[src/rtl/pid_seq_pkg.sv]
// Shared definitions for the PID lock-acquisition sequencer: widths, defaults, state encodings
// and the lock-window test.
package pid_seq_pkg;

  localparam int unsigned DacW           = 14;
  localparam int unsigned FracDefault    = 16;
  localparam int unsigned CntBitsDefault = 24;

  typedef logic [2:0] state_t;

  localparam state_t StIdle    = 3'd0;
  localparam state_t StSweep   = 3'd1;
  localparam state_t StAcquire = 3'd2;
  localparam state_t StLocked  = 3'd3;
  localparam state_t StFault   = 3'd4;

  // Inclusive signed window; an inverted window (lo > hi) can never match.
  function automatic logic in_window(input logic signed [DacW-1:0] v,
                                     input logic signed [DacW-1:0] lo,
                                     input logic signed [DacW-1:0] hi);
    return (v >= lo) && (v <= hi);
  endfunction

endpackage

[src/rtl/pid_seq_ramp.sv]
// Triangle sweep accumulator with FRAC fractional bits. Clamps to and reverses at the limits;
// clr has priority over load, load over run, otherwise the position holds.
module pid_seq_ramp
  import pid_seq_pkg::*;
#(
  parameter int unsigned FRAC = FracDefault
) (
  input  logic                   clk_i,
  input  logic                   rst_i,
  input  logic                   clr_i,
  input  logic                   load_i,
  input  logic                   run_i,
  input  logic signed [DacW-1:0] min_i,
  input  logic signed [DacW-1:0] max_i,
  input  logic [FRAC+7:0]        step_i,
  output logic signed [DacW-1:0] pos_o
);

  localparam int unsigned PosW    = DacW + FRAC;
  localparam int unsigned ExtW    = PosW + 2;
  localparam int unsigned StepPad = ExtW - (FRAC + 8);

  logic signed [PosW-1:0] pos_q, pos_d;
  logic                   dir_dn_q, dir_dn_d;

  // Two guard bits so pos +/- step never wraps before the limit compare.
  logic signed [ExtW-1:0] min_x, max_x, pos_x, step_x, sum_x;

  assign min_x  = {{2{min_i[DacW-1]}}, min_i, {FRAC{1'b0}}};
  assign max_x  = {{2{max_i[DacW-1]}}, max_i, {FRAC{1'b0}}};
  assign pos_x  = {{2{pos_q[PosW-1]}}, pos_q};
  assign step_x = {{StepPad{1'b0}}, step_i};
  assign sum_x  = dir_dn_q ? (pos_x - step_x) : (pos_x + step_x);

  always_comb begin
    pos_d    = pos_q;
    dir_dn_d = dir_dn_q;
    if (clr_i) begin
      pos_d    = '0;
      dir_dn_d = 1'b0;
    end else if (load_i) begin
      pos_d    = min_x[PosW-1:0];
      dir_dn_d = 1'b0;
    end else if (run_i) begin
      if (min_i >= max_i) begin
        pos_d = min_x[PosW-1:0];
      end else if (!dir_dn_q) begin
        if (sum_x >= max_x) begin
          pos_d    = max_x[PosW-1:0];
          dir_dn_d = 1'b1;
        end else begin
          pos_d = sum_x[PosW-1:0];
        end
      end else begin
        if (sum_x <= min_x) begin
          pos_d    = min_x[PosW-1:0];
          dir_dn_d = 1'b0;
        end else begin
          pos_d = sum_x[PosW-1:0];
        end
      end
    end
  end

  always_ff @(posedge clk_i) begin
    if (rst_i) begin
      pos_q    <= '0;
      dir_dn_q <= 1'b0;
    end else begin
      pos_q    <= pos_d;
      dir_dn_q <= dir_dn_d;
    end
  end

  assign pos_o = pos_q[PosW-1:FRAC];

endmodule

[src/rtl/pid_lock_sequencer.sv]
// Lock-acquisition sequencer for one PID channel: sweeps, captures, settles, supervises lock and
// relocks or faults on loss. All outputs are registered from the next state.
module pid_lock_sequencer
  import pid_seq_pkg::*;
#(
  parameter int unsigned FRAC     = FracDefault,
  parameter int unsigned CNT_BITS = CntBitsDefault
) (
  input  logic                   clk_i,
  input  logic                   rst_i,
  input  logic                   enable_i,
  input  logic                   relock_en_i,
  input  logic signed [DacW-1:0] mon_i,
  input  logic [1:0]             railed_i,
  input  logic signed [DacW-1:0] thr_lo_i,
  input  logic signed [DacW-1:0] thr_hi_i,
  input  logic signed [DacW-1:0] sweep_min_i,
  input  logic signed [DacW-1:0] sweep_max_i,
  input  logic [FRAC+7:0]        sweep_step_i,
  input  logic [CNT_BITS-1:0]    settle_i,
  input  logic [CNT_BITS-1:0]    lost_i,
  output logic                   out_sel_o,
  output logic signed [DacW-1:0] sweep_o,
  output logic                   pid_hold_o,
  output logic                   pid_int_rst_o,
  output logic                   pid_int_ctr_rst_o,
  output logic signed [DacW-1:0] pid_int_ctr_val_o,
  output logic [2:0]             state_o,
  output logic                   locked_o,
  output logic [15:0]            relock_cnt_o
);

  localparam logic [CNT_BITS-1:0] CntOne = CNT_BITS'(1);

  state_t                 state_q, state_d;
  logic [CNT_BITS-1:0]    cnt_q, cnt_d;
  logic signed [DacW-1:0] mon_q;
  logic                   in_win, bad;
  logic                   ramp_clr, ramp_load, ramp_run;
  logic                   capture, relock_inc;

  logic                   out_sel_q, pid_hold_q, pid_int_rst_q, pid_int_ctr_rst_q, locked_q;
  logic signed [DacW-1:0] ctr_val_q;
  logic [15:0]            relock_cnt_q;

  assign in_win = in_window(mon_q, thr_lo_i, thr_hi_i);
  assign bad    = !in_win || (railed_i != 2'b00);

  always_comb begin
    state_d    = state_q;
    cnt_d      = cnt_q;
    ramp_load  = 1'b0;
    ramp_run   = 1'b0;
    capture    = 1'b0;
    relock_inc = 1'b0;
    case (state_q)
      StIdle: begin
        if (enable_i) begin
          state_d   = StSweep;
          ramp_load = 1'b1;
        end
      end
      StSweep: begin
        if (in_win) begin
          state_d = StAcquire;
          cnt_d   = '0;
          capture = 1'b1;
        end else begin
          ramp_run = 1'b1;
        end
      end
      StAcquire: begin
        // Leaving here freezes nothing extra: the ramp simply resumes where it stopped.
        if (!in_win) begin
          state_d = StSweep;
        end else if (cnt_q == settle_i) begin
          state_d = StLocked;
          cnt_d   = '0;
        end else begin
          cnt_d = cnt_q + CntOne;
        end
      end
      StLocked: begin
        if (!bad) begin
          cnt_d = '0;
        end else if (cnt_q == lost_i) begin
          if (relock_en_i) begin
            state_d    = StSweep;
            relock_inc = 1'b1;
          end else begin
            state_d = StFault;
          end
        end else begin
          cnt_d = cnt_q + CntOne;
        end
      end
      StFault: state_d = StFault;
      default: state_d = StIdle;
    endcase

    if (!enable_i) begin
      state_d    = StIdle;
      ramp_load  = 1'b0;
      ramp_run   = 1'b0;
      capture    = 1'b0;
      relock_inc = 1'b0;
    end
  end

  assign ramp_clr = (state_d == StIdle);

  pid_seq_ramp #(
    .FRAC(FRAC)
  ) u_ramp (
    .clk_i  (clk_i),
    .rst_i  (rst_i),
    .clr_i  (ramp_clr),
    .load_i (ramp_load),
    .run_i  (ramp_run),
    .min_i  (sweep_min_i),
    .max_i  (sweep_max_i),
    .step_i (sweep_step_i),
    .pos_o  (sweep_o)
  );

  always_ff @(posedge clk_i) begin
    if (rst_i) begin
      state_q           <= StIdle;
      cnt_q             <= '0;
      mon_q             <= '0;
      out_sel_q         <= 1'b0;
      pid_hold_q        <= 1'b0;
      pid_int_rst_q     <= 1'b0;
      pid_int_ctr_rst_q <= 1'b0;
      locked_q          <= 1'b0;
      ctr_val_q         <= '0;
      relock_cnt_q      <= '0;
    end else begin
      state_q           <= state_d;
      cnt_q             <= cnt_d;
      mon_q             <= mon_i;
      out_sel_q         <= (state_d == StSweep);
      pid_int_rst_q     <= (state_d == StSweep);
      pid_hold_q        <= (state_d == StFault);
      locked_q          <= (state_d == StLocked);
      pid_int_ctr_rst_q <= capture;
      if (state_d == StIdle) begin
        ctr_val_q <= '0;
      end else if (capture) begin
        ctr_val_q <= sweep_o;
      end
      if (relock_inc && (relock_cnt_q != 16'hFFFF)) begin
        relock_cnt_q <= relock_cnt_q + 16'd1;
      end
    end
  end

  assign state_o           = state_q;
  assign out_sel_o         = out_sel_q;
  assign pid_hold_o        = pid_hold_q;
  assign pid_int_rst_o     = pid_int_rst_q;
  assign pid_int_ctr_rst_o = pid_int_ctr_rst_q;
  assign pid_int_ctr_val_o = ctr_val_q;
  assign locked_o          = locked_q;
  assign relock_cnt_o      = relock_cnt_q;

endmodule

[config.mk]
export PLATFORM = sky130hd
export DESIGN_NAME = pid_lock_sequencer
export DESIGN_NICKNAME = d
export VERILOG_FILES = /design/src/rtl/pid_seq_pkg.sv /design/src/rtl/pid_seq_ramp.sv /design/src/rtl/pid_lock_sequencer.sv
export SDC_FILE = /design/constraint.sdc
export NUM_CORES = 1
export LEC_CHECK = 0
export CAP_MARGIN = 5
export CORE_MARGIN = 2
export CORE_UTILIZATION = 50
export CTS_CLUSTER_SIZE = 30
export DETAILED_ROUTE_END_ITERATION = 12
export PLACE_DENSITY = 0.8
export SKIP_CTS_REPAIR_TIMING = 1
export SYNTH_ARGS = -nofsm -noshare
export SYNTH_HDL_FRONTEND = slang
export SYNTH_HIERARCHICAL = 1
export SYNTH_SLANG_ARGS = --single-unit
[constraint.sdc]
create_clock -name clk_i -period 13 [get_ports clk_i]
set_input_delay 1.95 -clock clk_i [delete_from_list [all_inputs] [get_ports clk_i]]
set_output_delay 1.95 -clock clk_i [all_outputs]
set_load 0.01 [all_outputs]
==> results of run 1 <==
==> worst paths after layout <==
path                                         end  slack [ps]  depth (start not counted)
worst min-delay path             u_ramp/pos_q[0]         480                          2
worst max-delay path             u_ramp/pos_q[2]        3650                         27
worst min register to register   u_ramp/pos_q[0]         480                          2
worst max register to register  u_ramp/pos_q[29]        6270                         19
==> critical path: stages <==
cell and delay (ps):
clkdlybuf4s50_1 460, nor2_1 230, nand4b_1 180, nor4_1 360
nand2_1 210, nor4_1 540, nand2_1 100, o21ai_0 390
o21ai_0 200, xnor2_1 170, ha_1 380, a21oi_1 210
a21oi_1 90, a2111oi_0 490, o211ai_1 180, a31oi_1 270
o31ai_1 170, mux2i_1 170, or3_1 440, ha_1 330
a211oi_1 250, nand2_1 100, a211oi_1 220, a311oi_1 180
a41oi_2 670, o2111a_2 500, a32o_1 210
==> report_power, final <==
group,total [W],switching (W),internal [W]
Combinational,0.000228,0.000118,0.000109
Sequential,0.000336,0.00000598,0.000330
Clock,0.000261,0.000122,0.000139
==> registers in the layout (all words and copies together), names as in the netlist <==
signal	cells
pid_int_ctr_val_o	14
pid_int_rst_o	1
pid_int_ctr_rst_o	1
locked_o	1
pid_hold_o	1
u_ramp/dir_dn_q	1
relock_cnt_o	16
mon_q	14
cnt_q	24
u_ramp/pos_q	30
state_o	3
==> through the flow <==
stage / cell area [sq um] / setup slack, ps / total power, W / util, % / hold WS, ps
final: 11900 / 3650 / 0.000824 / 63.3 / 475
after CTS: 11900 / 3760 / 0.000827 / 63.3 / 472
after global placement: 11700 / 3740 / 0.000563 / 61.9 / 450
after detailed placement: 11700 / 3380 / 0.000567 / 61.9 / 456
after floorplan: 9640 / 5150 / 0.000477 / - / 425
after global routing: 11900 / 3000 / 0.000864 / 63.3 / 499
==> area by class of cell <==
| class | instances | area [sq um] |
|---|---|---|
| sequential | 106 | 2120 |
| timing repair buffer | 207 | 2050 |
| inverter | 101 | 379 |
| clock inverter | 2 | 13.8 |
| clock buffer | 12 | 256 |
| multi-input combinational | 952 | 6790 |
| fill | 1676 | 6900 |
| tap | 260 | 325 |
==> cell families (layout without fill, tap and decap cells) <==
logic type / Yosys count / in the layout / share of synthesized area, %
multiplexers: 21 / 21 / 2.23
XOR/XNOR: 90 / 90 / 8.18
AND/OR/NAND/NOR: 404 / 404 / 22.2
flip-flops: 106 / 106 / 22.0
adder cells (fa/ha/maj): 106 / 106 / 13.8
AO/OA/AOI/OAI: 331 / 331 / 23.8
buffers and inverters: 172 / 322 / 7.77
==> cell usage in the layout, fill, tap and decap left out, types with 32 or more instances in the layout <==
| cell | instances |
|---|---|
| clkdlybuf4s50_1 | 198 |
| dfxtp_1 | 106 |
| ha_1 | 105 |
| inv_1 | 100 |
| nor2_1 | 84 |
| a21oi_1 | 83 |
| nand2_1 | 71 |
| xnor2_1 | 59 |
| o21ai_0 | 44 |
| o31ai_1 | 35 |
| nand3_1 | 34 |
| nor3_1 | 32 |
==> layer usage <==
layer,GRT usage [%],part of all wire [%],vias to the layer above
met1,35.3,44,4517
met2,45.4,46,373
li1,-,-,4786
met3,3.89,6.9,54
met5,0,0,-
met4,9.22,2.7,0
==> flow_summary.json, run 1 <==
{
  "finalCriticalPeriod_ps": 9350,
  "placedCellCount": 1626,
  "status": "completed",
  "drt_iter0_drc": 723,
  "synthArstFlopShare_pct": 0,
  "cts_buffers": 9,
  "synth_cell_types": 84,
  "start_util_pct": 51.2,
  "synth_flop_cell": "dfxtp_1",
  "antenna_cells": 0,
  "finClkSkew_ps": 12.0,
  "drcViolationCount": 0,
  "hold_violations": 0,
  "core_area_sq_mm": 0.0188,
  "critPathKind": "input port to register",
  "num_vias": 9730,
  "dieArea_sq_mm": 0.0204,
  "worst_pin_slew_ps": 1260,
  "num_rows": 50,
  "drv_slew": 0,
  "dr.pass1.iters": 7,
  "die_x_microns": 143,
  "wire_per_inst_microns": 17.2,
  "antenna_found_initial": 0,
  "rsz0062_at_grt": "no",
  "setup.worst_path.start_class": "input port",
  "worstPathArrival_ps": 9650,
  "detail-route-antenna-nets": 0,
  "clk_path_buf_depth": 2,
  "ios": 200,
  "setup_tns_ps": 0,
  "dp_hpwl_microns": 22400,
  "grt_first_pass_wirelength_microns": 44300,
  "clock-sinks": 106,
  "endpoint_kind": "register",
  "drive_gt1_share_pct": 3.70,
  "grt_pass1_vias": 8980,
  "crit_start": "sweep_step_i[2]",
  "root_buffer": "clkbuf_16",
  "worst_ir_drop_vdd_mv": 0.0471,
  "r2r-start": "u_ramp/dir_dn_q",
  "nets": 1631,
  "slew_headroom_pct": 14.8,
  "grt_remaining_overflow": 0,
  "min-delay-start": "u_ramp/pos_q[0]",
  "yosys.area.top_type_share_pct": 22.0,
  "tritoncts": "done",
  "synthCells": 1230,
  "yosysMostFrequentCell": "dfxtp_1",
  "required_ps": 13300,
  "syn_avg_cell_area_sq_um": 7.84,
  "via_per_inst": 5.93,
  "yosys.area.top_type": "dfxtp_1",
  "htreeDepth": 3,
  "clk_latency_ps": 350,
  "postSynthRegisterBits": 106,
  "drv_cap": 0,
  "grtUsageTotal_pct": 27.0,
  "path_clk_slew_ps": 70,
  "synthTopCellsByArea": "dfxtp_1, ha_1, xnor2_1",
  "path_max_fanout": 17,
  "netlist_area_sq_mm": 0.00964,
  "max_freq_ghz": 0.107,
  "area_growth_pct": 23.7,
  "power_per_cell_area_mw_per_mm2": 69.1,
  "setup_viol": 0,
  "p_leak_nw": 4.76,
  "port_buffers": 199,
  "fin_crit_sh_pct": 71.9,
  "hold_path.class": "register to register",
  "netlist_top_cells_count": "dfxtp_1, ha_1, inv_1",
  "ys_seq_area_share_pct": 22.0,
  "synth_nets": 1484,
  "yosys_warnings": 6,
  "finalWirelength_microns": 28300,
  "synth_edf_count": 0,
  "grt_max_degree": 55,
  "gp_congestion": 0.995,
  "die_y_microns": 143,
  "instances_no_fill": 1640
}
(Power assumes the default switching activity.)
==> run 2: changes to the inputs <==
--- a/config.mk
+++ b/config.mk
@@ -7,10 +7,10 @@
 export LEC_CHECK = 0
 export CAP_MARGIN = 5
 export CORE_MARGIN = 2
-export CORE_UTILIZATION = 50
+export CORE_UTILIZATION = 48
 export CTS_CLUSTER_SIZE = 30
 export DETAILED_ROUTE_END_ITERATION = 12
-export PLACE_DENSITY = 0.8
+export PLACE_DENSITY = 0.81
 export SKIP_CTS_REPAIR_TIMING = 1
 export SYNTH_ARGS = -nofsm -noshare
 export SYNTH_HDL_FRONTEND = slang
==> constraint.sdc (replaced) <==
create_clock -name clk_i -period 7.7 [get_ports clk_i]
set_input_delay 1.155 -clock clk_i [delete_from_list [all_inputs] [get_ports clk_i]]
set_output_delay 1.155 -clock clk_i [all_outputs]
set_load 0.01 [all_outputs]
==> run 2 against run 1 <==
Effect of this change: sequential share of layout area is 0.36 points lower; clock-buffer cell count is 3 lower; worst hold slack better by 17 ps; clock skew is 0.53 ps higher; total power is 81% higher; routed wire length is 3.2% higher; final area is 2.1% higher; via count is 1.1% higher; global-route usage is 0.48 points lower; core utilization is 1.2 points lower; register-to-register slack worse by 4600 ps; critical path type unchanged.
==> flow_summary.json, run 2 (synthesis gave the netlist of run 1 again) <==
{
  "status": "completed",
  "worst_ir_drop_vdd_mv": 0.111,
  "htreeDepth": 3,
  "max_stage_delay_ps": 550,
  "power_w": 0.00149,
  "drv_cap": 0,
  "num_rows": 51,
  "antenna_found_initial": 0,
  "tritoncts": "done",
  "drv_slew": 0,
  "die_x_microns": 146,
  "largest_reg_flops": 30,
  "root_buffer": "clkbuf_16",
  "r2r-start": "u_ramp/dir_dn_q",
  "drt_iter0_drc": 592,
  "fin_crit_sh_pct": 94.0,
  "nets": 1649,
  "worst_pin_slew_ps": 1020,
  "min-delay-start": "u_ramp/pos_q[1]",
  "ios": 200,
  "slew_headroom_pct": 31.8,
  "power_per_cell_area_mw_per_mm2": 123,
  "required_ps": 7940,
  "clk_latency_ps": 360,
  "top_register": "u_ramp/pos_q",
  "critPathKind": "input port to register",
  "area_growth_pct": 26.3,
  "p_leak_nw": 4.89,
  "hold_path.class": "register to register",
  "wire_per_inst_microns": 17.5,
  "dp_hpwl_microns": 23200,
  "pwr-share-seq_pct": 38.0,
  "placedCellCount": 1649,
  "crit_top_cell": "ha_1",
  "mostFrequentLayoutCell": "clkdlybuf4s50_1",
  "clock-sinks": 106,
  "grt_first_pass_wirelength_microns": 46500,
  "finalCriticalPeriod_ps": 7230,
  "path_max_fanout": 15,
  "hold_violations": 0,
  "die_y_microns": 146,
  "grt_pass1_vias": 9157,
  "grt_remaining_overflow": 0,
  "cts_buffers": 9,
  "crit_start": "sweep_step_i[0]",
  "via_per_inst": 5.91,
  "detail-route-antenna-nets": 0,
  "drcViolationCount": 0,
  "power_switching_share_pct": 30.3,
  "dr.pass1.iters": 5,
  "num_vias": 9833,
  "start_util_pct": 49.2,
  "antenna_cells": 0,
  "cp_slowest_cell": "a211oi_1",
  "fin_util_pct": 62.2,
  "finalWirelength_microns": 29200,
  "grt_max_degree": 55,
  "gp_congestion": 0.969,
  "setup.worst_path.start_class": "input port",
  "p_clk_share_pct": 35.4,
  "fillers": 1739,
  "clk_path_buf_depth": 2,
  "postLayoutCellArea_sq_mm": 0.0122,
  "combPwrFrac_pct": 26.7,
  "setup_viol": 0,
  "worstPathArrival_ps": 7470,
  "layout_common_cells": "clkdlybuf4s50_1, dfxtp_1, ha_1, inv_1, nor2_1",
  "holdWs_ps": 493,
  "dieArea_sq_mm": 0.0212,
  "dpl_cell_area_sq_mm": 0.0118,
  "endpoint_kind": "register",
  "core_area_sq_mm": 0.0196,
  "rsz0062_at_grt": "no",
  "path_clk_slew_ps": 80,
  "max_freq_ghz": 0.138,
  "port_buffers": 199,
  "p_int_w": 0.00104,
  "p_switching_w": 0.000452,
  "instances_no_fill": 1665,
  "grtUsageTotal_pct": 26.5,
  "drive_gt1_share_pct": 5.57,
  "finClkSkew_ps": 12.5
}
==> run 2: layer usage <==
layer	up-vias	share of wire (%)	track usage, %
met5	-	0	0
met4	0	1.3	5.98
met3	28	6.0	3.61
met2	357	49	46.7
met1	4602	44	34.4
li1	4846	-	-
==> run 2: power groups by stage <==
| stage | registers [W] | clock network (W) | logic, W |
|---|---|---|---|
| 2_1_floorplan | 0.000574 | 0 | 0.000231 |
| 3_3_place_gp | 0.000579 | 0 | 0.000381 |
| 3_5_place_dp | 0.000580 | 0 | 0.000389 |
| 4_1_cts | 0.000567 | 0.000540 | 0.000392 |
| 5_1_grt | 0.000568 | 0.000560 | 0.000437 |
| 6_report | 0.000567 | 0.000528 | 0.000398 |
==> run 2: cell type report <==
class	instances	area [sq um]	area share, %
Clock buffer	9	225	1.85
Clock inverter	7	113	0.925
Inverter	101	379	3.11
Tap cell	265	332	2.72
Multi-Input combinational cell	952	6820	56.0
Timing Repair Buffer	225	2180	17.9
Sequential cell	106	2120	17.4
==> run 2: final timing paths <==
path / slack [ps] / endpoint / cells past startpoint
max: 470 / u_ramp/pos_q[26] / 25
min: 490 / u_ramp/pos_q[1] / 2
max reg2reg: 1720 / u_ramp/pos_q[26] / 21
min reg2reg: 490 / u_ramp/pos_q[1] / 2
==> run 2: stage by stage <==
| stage | TNS, ps | setup WS (ps) |
|---|---|---|
| floorplan | 0 | 650 |
| global placement | -1540 | -166 |
| detailed placement | -3150 | -258 |
| CTS | 0 | 118 |
| global route | 0 | 16.5 |
| finish | 0 | 465 |
==> run 2: worst max-delay path: cells and delay by family <==
| family | cells | cell delay [ps] |
|---|---|---|
| compound gates | 11 | 2960 |
| xor+xnor | 1 | 160 |
| fa+ha+maj | 3 | 970 |
| buf+inv | 2 | 540 |
| mux | 1 | 160 |
| simple gates | 7 | 1490 |
